$ cat src/rtl/toggle_monitor.sv
// toggle_monitor: checks a free-running toggle input for edges, half-period lock and stalls.
// Ports:
//   clk, reset        clock and synchronous active-high reset
//   in_sig            monitored toggle signal
//   clear             clears edge_count and stall_seen
//   rise_pulse        one-cycle pulse per 0->1 transition
//   fall_pulse        one-cycle pulse per 1->0 transition
//   edge_count        total transitions, wraps
//   half_period       latest valid half-period measurement in clk cycles
//   locked, stalled   FSM state flags
//   stall_seen        sticky flag, set on any entry to STALLED
// Define TOGGLE_MONITOR_SYNC_EN to pass in_sig through SYNC_STAGES synchronizer flops;
// otherwise a single capture register is used and SYNC_STAGES is ignored.
module toggle_monitor #(
    parameter int SYNC_STAGES = 2,
    parameter int CNT_WIDTH   = 16,
    parameter int LOCK_COUNT  = 4,
    parameter int TIMEOUT     = 16
) (
    input  logic                 clk,
    input  logic                 reset,
    input  logic                 in_sig,
    input  logic                 clear,
    output logic                 rise_pulse,
    output logic                 fall_pulse,
    output logic [CNT_WIDTH-1:0] edge_count,
    output logic [CNT_WIDTH-1:0] half_period,
    output logic                 locked,
    output logic                 stalled,
    output logic                 stall_seen
);
`ifdef TOGGLE_MONITOR_SYNC_EN
    localparam int L = SYNC_STAGES;
`else
    // SYNC_STAGES has no effect in this build; the expression keeps L at 1
    localparam int L = SYNC_STAGES - SYNC_STAGES + 1;
`endif
    localparam int MW = $clog2(LOCK_COUNT + 1);
    typedef enum logic [1:0] {IDLE, ACQUIRE, LOCKED, STALLED} state_t;
    state_t               state, state_nx;
    logic [L-1:0]         sync;
    logic                 d, prev, det, match;
    logic [CNT_WIDTH-1:0] gap, hp_nx;
    logic [MW-1:0]        mc, mc_nx, inc;
    assign d     = sync[L-1];
    assign det   = d ^ prev;
    assign match = gap == half_period;
    // Match count after a measurement in ACQUIRE: a fresh run starts at 1
    assign inc   = (mc == '0) ? MW'(1) : (match ? mc + 1'b1 : MW'(1));
    always_comb begin
        state_nx = state;
        mc_nx    = mc;
        hp_nx    = half_period;
        if (det) begin
            case (state)
                IDLE, STALLED: begin
                    state_nx = ACQUIRE;
                    mc_nx    = '0;
                end
                ACQUIRE: begin
                    hp_nx    = gap;
                    mc_nx    = inc;
                    state_nx = (inc == MW'(LOCK_COUNT)) ? LOCKED : ACQUIRE;
                end
                default: begin
                    state_nx = match ? LOCKED : ACQUIRE;
                    hp_nx    = gap;
                    mc_nx    = match ? mc : MW'(1);
                end
            endcase
        end else if (state != STALLED && gap == CNT_WIDTH'(TIMEOUT)) begin
            state_nx = STALLED;
        end
    end
    always_ff @(posedge clk) begin
        if (reset) begin
            sync        <= '0;
            prev        <= 1'b0;
            gap         <= '0;
            state       <= IDLE;
            mc          <= '0;
            half_period <= '0;
            edge_count  <= '0;
            rise_pulse  <= 1'b0;
            fall_pulse  <= 1'b0;
            locked      <= 1'b0;
            stalled     <= 1'b0;
            stall_seen  <= 1'b0;
        end else begin
            // Truncating the concatenation shifts in_sig in and also works for L == 1
            sync        <= L'({sync, in_sig});
            prev        <= d;
            gap         <= det ? CNT_WIDTH'(1) : (&gap ? gap : gap + 1'b1);
            state       <= state_nx;
            mc          <= mc_nx;
            half_period <= hp_nx;
            edge_count  <= clear ? CNT_WIDTH'(det) : edge_count + CNT_WIDTH'(det);
            rise_pulse  <= det & d;
            fall_pulse  <= det & ~d;
            locked      <= state_nx == LOCKED;
            stalled     <= state_nx == STALLED;
            stall_seen  <= (state_nx == STALLED && state != STALLED) | (stall_seen & ~clear);
        end
    end
endmodule

$ cat config.mk
export PLATFORM = sky130hd
export DESIGN_NAME = toggle_monitor
export DESIGN_NICKNAME = d
export VERILOG_FILES = /design/src/rtl/toggle_monitor.sv
export SDC_FILE = /design/constraint.sdc
export NUM_CORES = 1
export LEC_CHECK = 0
export ABC_AREA = 1
export CAP_MARGIN = 20
export CORE_MARGIN = 4
export CORE_UTILIZATION = 39
export DETAILED_ROUTE_END_ITERATION = 12
export PLACE_DENSITY = 0.69
export SLEW_MARGIN = 20
export SYNTH_ARGS = -nofsm -noshare
export SYNTH_HDL_FRONTEND = slang
export SYNTH_SLANG_ARGS = --single-unit
$ cat constraint.sdc
create_clock -name clk -period 2.7 [get_ports clk]
set_clock_uncertainty 0.15 [all_clocks]
set_input_delay 0.54 -clock clk [delete_from_list [all_inputs] [get_ports clk]]
set_output_delay 0.54 -clock clk [all_outputs]
set_load 0.01 [all_outputs]
==> qor.yml <==
run_status:
  outcome: "finished clean"
min_path:
  whs_path_depth: 2
  worst_hold_path.endpoint: "stall_seen"
  hold_class: "flip-flop to flip-flop"
  hp-start: "stall_seen"
yosys:
  ys_ff_latch: 60
  synth_top_family_by_area: "simple AND/OR/NAND/NOR gates"
  async_flop_share_pct: 0
  synth_nets: 469
  synth-compound-area-share_pct: 14.91
  yosysUniqueCellTypes: 38
  synth_fa_ha_area_share_pct: 4.457
  yosys_warnings: 0
  syn_inst: 454
  synthMuxAreaShare_pct: 0
  synth-simple-area-share_pct: 29.01
  ys_seq_area_share_pct: 38.90
  synth_area_per_cell_um2: 6.802
  syn_area_mm2: 0.003088
  synth_flop_cell: "dfxtp_1"
  synth_edf_count: 0
  synth_xor_area_share_pct: 1.418
critical_path:
  cp.arrival_ns: 2.52
  reg2reg_depth: 15
  rrSetupSlack_ns: 0.24
  worst_r2r_endpoint: "edge_count[14]"
  worstPathMaxFanout: 5
  slowest_delay_ns: 0.34
  slowest_stage: "dfxtp_1"
  cp.required_ns: 2.76
  crit_path_cell_trace: "inv_1 > ha_1 > inv_2 > ha_2 > ha_1 > nand2_1 > inv_2 > nand2_1 > nor2_2 > nand2_1 > nor2_2 > nand2_1 > nor2_2 > and3_1 > a31oi_1"
  cp_common_cell: "nand2_1"
  cp-end-kind: "flip-flop"
  reg2reg_from: "d"
  crit_path_start_kind: "flip-flop"
  worstSetupPathType: "flip-flop to flip-flop"
sta:
  hold_viol_final: 0
  final-max-slew-violation-count: 0
  setup_viol: 0
  fin_crit_sh_pct: 91.14
  finalSetupTns_ns: 0
  worstMarginPinSlew_ns: 0.3274
  finalCriticalPeriod_ns: 2.461
  rsz0062_at_grt: "false"
  hold_ws_ns: 0.3036
  maxSlewHeadroom_pct: 77.95
  fmax_ghz: 0.4064
clock_tree:
  cts_tree: "done"
  clk_latency_ns: 0.33
  cts.sinks: 60
  cts_buffers: 9
  htreeDepth: 3
  path_clk_slew_ns: 0.07
  ctsHoldBuffers: 0
  clock_path_buffers: 2
  root_buffer: "clkbuf_8"
power:
  leakagePower_nw: 1.654
  p_per_area_mw_per_mm2: 551.5
  vdd.ir_drop.worst_v: 0.0003126
  power_w: 0.002118
route:
  drt-wirelength-per-cell_um: 11.13
  vias_per_cell: 4.723
  remaining_drc_errors: 0
  drt_iter0_markers: 117
  first_pass_iters: 4
  drt-total-wl_um: 6798
  antenna_left: 0
  vias: 2886
run:
  cap_violations: 0
cells_and_area:
  final_layout_size_suffix_gt1_share_pct: 11.20
  n_antenna_cell: 0
  stdcell_count: 611
  areaGrowthSynthToFinish_pct: 24.35
  utilization_pct: 49.69
  final_nets: 519
die:
  die_y_um: 96.98
  start_util_pct: 39.96
  core_area_mm2: 0.007727
  num_io_pins: 41
  rows: 32
  die_w_um: 96.98
  die-area_mm2: 0.009405
place:
  port_buffers: 40
  routabilityCongestion: 0.8853
  dp_hpwl_um: 5111
  numPlacedInstances: 594
global_route:
  grt_use_total_pct: 14.96
  antenna_found_initial: 0
  gr-total-overflow: 0
  grt_max_degree: 32
  grt_first_pass_wirelength_um: 11690
  grt_pass1_vias: 2667
-- critical path, delay by kind of cell, from the launching register on --
family                   cells  cell delay (ns)
AND/OR/NAND/NOR              8             0.85
adder cells (fa/ha/maj)      3             0.69
flip-flops                   1             0.34
buffers and inverters        3             0.24
AO/OA/AOI/OAI                1             0.07
-- state kept, by name, summed over array words and instances (netlist names), 2 cells and up --
name,cells
half_period,16
edge_count,16
state,2
mc,3
gap,16
-- worst max-delay path by stage --
| stage | to | slack, ns | start |
|---|---|---|---|
| after floorplan | edge_count[14] | 0.28 | d |
| final | edge_count[14] | 0.24 | d |
| after CTS | edge_count[14] | 0.08 | d |
| after global routing | edge_count[14] | 0.002 | d |
| after global placement | edge_count[14] | 0.22 | d |
| after detailed placement | edge_count[14] | 0.1 | d |
-- placed cells by master, fill, tap and decap left out, types with 2 or more instances in the layout --
| master | instances |
|---|---|
| nor4_1 | 2 |
| nand2_2 | 2 |
| nand2_1 | 103 |
| clkbuf_8 | 11 |
| nand3_2 | 2 |
| nor2_2 | 9 |
| buf_4 | 6 |
| and3_1 | 2 |
| nor2_4 | 3 |
| a21oi_1 | 39 |
| inv_2 | 12 |
| nor3_1 | 11 |
| a31oi_1 | 2 |
| xor2_1 | 4 |
| dfxtp_1 | 60 |
| o21ai_0 | 33 |
| inv_1 | 71 |
| nand3_1 | 11 |
| nand4_1 | 5 |
| clkdlybuf4s50_1 | 40 |
| ha_1 | 10 |
| clkinv_1 | 2 |
| nor2_1 | 47 |
| clkinv_2 | 4 |
-- kinds of logic (layout without fill, tap and decap cells) --
group,Yosys count,after routing
XOR/XNOR,5,5
buffers and inverters,92,147
flip-flops,60,60
AND/OR/NAND/NOR,202,202
AO/OA/AOI/OAI,84,84
adder cells (fa/ha/maj),11,11
-- synth_stat cells (6+ instances only) --
cell      count  area share (%)
a21oi_1      39             6.3
nor2_2        7             1.4
o21ai_0      33             5.3
nand3_1      11             1.8
dfxtp_1      60              39
nor3_1       11             1.8
clkbuf_1      6            0.73
nand2_1     103              13
ha_1         11             4.5
inv_1        73             8.9
nor2_1       49             6.0
inv_2        10             1.2
-- metrics by stage --
stage                     worst slack [ns]  area [um^2]
after floorplan                     0.2812         3088
after global placement              0.2156         3623
after detailed placement           0.09601         3623
after CTS                          0.07789         3825
after global routing              0.002416         3840
final                               0.2394         3840
-- cell type report --
type | instances | area (um^2)
repair buffers | 46 | 445.4
inverters | 85 | 319.1
well taps | 102 | 127.6
multi-input cells | 302 | 1545
clock buffers | 11 | 151.4
clock inverters | 5 | 50.05
fillers | 748 | 3887
flip-flops and latches | 60 | 1201
-- power by group --
| group | switching [W] | leakage (nW) | internal, W |
|---|---|---|---|
| logic | 0.000197 | 1.06 | 0.000141 |
| clock network | 0.000347 | 0.109 | 0.000470 |
| registers | 0.0000372 | 0.487 | 0.000925 |
| total | 0.000582 | 1.65 | 0.00154 |
-- per-layer routing --
metal	vias to the layer above	wire, um	GRT usage, %
met1	1299	3174	18.43
met5	-	0	0
met3	10	260	4.182
li1	1531	-	-
met4	0	97	4.968
met2	46	3266	25.11
-- timing repair --
item,in CTS,in global routing
setup buffers,0,1
setup endpoints to repair,0,3
endpoints found under the hold margin,0,0
gates resized for setup,0,5
No activity file was read; power rests on OpenSTA's default activity.
==> variant, RTL diff (same settings) <==
The option `TOGGLE_MONITOR_SYNC_EN` is turned on by a define.
--- a/src/rtl/toggle_monitor.sv
+++ b/src/rtl/toggle_monitor.sv
@@ -11,6 +11,8 @@
 //   stall_seen        sticky flag, set on any entry to STALLED
 // Define TOGGLE_MONITOR_SYNC_EN to pass in_sig through SYNC_STAGES synchronizer flops;
 // otherwise a single capture register is used and SYNC_STAGES is ignored.
+`define TOGGLE_MONITOR_SYNC_EN
+
 module toggle_monitor #(
     parameter int SYNC_STAGES = 2,
     parameter int CNT_WIDTH   = 16,
Function: changed (a bounded check fails within 4 cycles, from zero or initial values and one cycle with reset high).
==> variant against the unedited design <==
  * Critical path depth did not move
  * Global-route usage increased by 0.53 points
  * Sequential cell count increased by 1
  * Die area up 1.1%
  * Largest power group unchanged
  * Clock power decreased by 1%
  * Combinational power is 28% lower
  * Area after synthesis rose by 1.2%
  * Setup slack got worse by 0.029 ns
  * Design area rose by 1.1%
  * Wire length is 2.7% higher
  * Power is 5.3% lower
==> variant: results (changes against the unedited design) <==
* GRT Total Usage at 0.155 (was 0.150)
* Placed insts at 600 (was 594)
* Worst EP arrival at 2.56 ns (was 2.52 ns)
* Seq/Total Area, Yosys at 0.391 (was 0.389)
* Chip width at 97.5 um (was 97.0 um)
* Met2 Use GR at 0.254 (was 0.251)
* Synth Area in XOR/XNOR at 0.0224 (was 0.0142)
* Status: finished, final reports clean (unchanged)
* Routability cong. at 0.826 (was 0.885)
* Comb pwr at 0.243 mW (was 0.338 mW)
* Core Util, Final at 0.500 (was 0.497)
* Largest net degree at the start of global routing at 20 (was 32)
* Placed cell area at 0.00368 mm2 (was 0.00362 mm2)
* CP max FO at 4 (was 5)
* Min Hold Slack at 0.264 ns (was 0.304 ns)
* H-Tree Depth at 3 (unchanged)
* Met3 Wirelength at 199 um (was 260 um)
* Net Switching at 0.530 mW (was 0.582 mW)
* Finished Layout Cells at 617 (was 611)
* Number of vias per cell at 4.70 (was 4.72)
* Worst Max-Slew Pin Slew at 0.391 ns (was 0.327 ns)
* Top cells by count, synth: nand2_1, inv_1, dfxtp_1 (unchanged)
* First-pass GRT wire length at 12200 um (was 11700 um)
* Routed wire length per instance at 11.3 um (was 11.1 um)
* Fillers at 777 (was 748)
* Met3 usage at 0.0294 (was 0.0418)
* Synth unique cells at 32 (was 38)
* Pre-CTS setup slack at 0.146 ns (was 0.0960 ns)
* Share of cells above drive strength 1 at 0.105 (was 0.112)
* Worst VDD drop at 217 uV (was 313 uV)
* Vias in the first global route at 2732 (was 2667)
* Static Leak at 1.66 nW (was 1.65 nW)
* Syn Inst Count at 458 (was 454)
* Worst Hold End: sync[1]$_SDFF_PP0_ (was stall_seen$_SDFF_PP0_)
* Synthesized Nets at 473 (was 469)
* R2r worst-path depth at 15 (unchanged)
* Synthesized-area fraction occupied by adder cells at 0.0441 (was 0.0446)
* Gate power share at 0.121 (was 0.160)
* Compound-gate portion of the synthesized area at 0.137 (was 0.149)
* Worst r2r src: sync[1]$_SDFF_PP0_ (was d$_SDFF_PP0_)
* Met2 wire length at 3270 um (about the same)
* Initial drt markers at 104 (was 117)
* Most area-consuming cells after synthesis: dfxtp_1, nand2_1, inv_1 (unchanged)
* Clock Power Share at 0.403 (was 0.386)
* Met1 GRT Util at 0.197 (was 0.184)
* Post-DP HPWL at 5340 um (was 5110 um)
* # nets final at 525 (was 519)
* Routed met1 length at 3380 um (was 3170 um)
* Register-to-register setup slack at 0.21 ns (was 0.24 ns)
## variant: worst max path at each step
stage / end / from / slack, ns
finish: edge_count[14]$_SDFF_PP0_ / sync[1]$_SDFF_PP0_ / 0.21
global route: edge_count[14]$_SDFF_PP0_ / sync[1]$_SDFF_PP0_ / 0.005
CTS: edge_count[14]$_SDFF_PP0_ / sync[1]$_SDFF_PP0_ / 0.13
detailed placement: edge_count[14]$_SDFF_PP0_ / sync[1]$_SDFF_PP0_ / 0.15
global placement: edge_count[14]$_SDFF_PP0_ / sync[1]$_SDFF_PP0_ / 0.28
floorplan: edge_count[14]$_SDFF_PP0_ / sync[1]$_SDFF_PP0_ / 0.27
## variant: area by class of cell
type / count / share of cell area
sequential: 61 / 0.315
multi-input combinational: 302 / 0.399
clock inverter: 4 / 0.0122
clock buffer: 12 / 0.0374
inverter: 88 / 0.0851
timing repair buffer: 48 / 0.119
tap: 102 / 0.0329
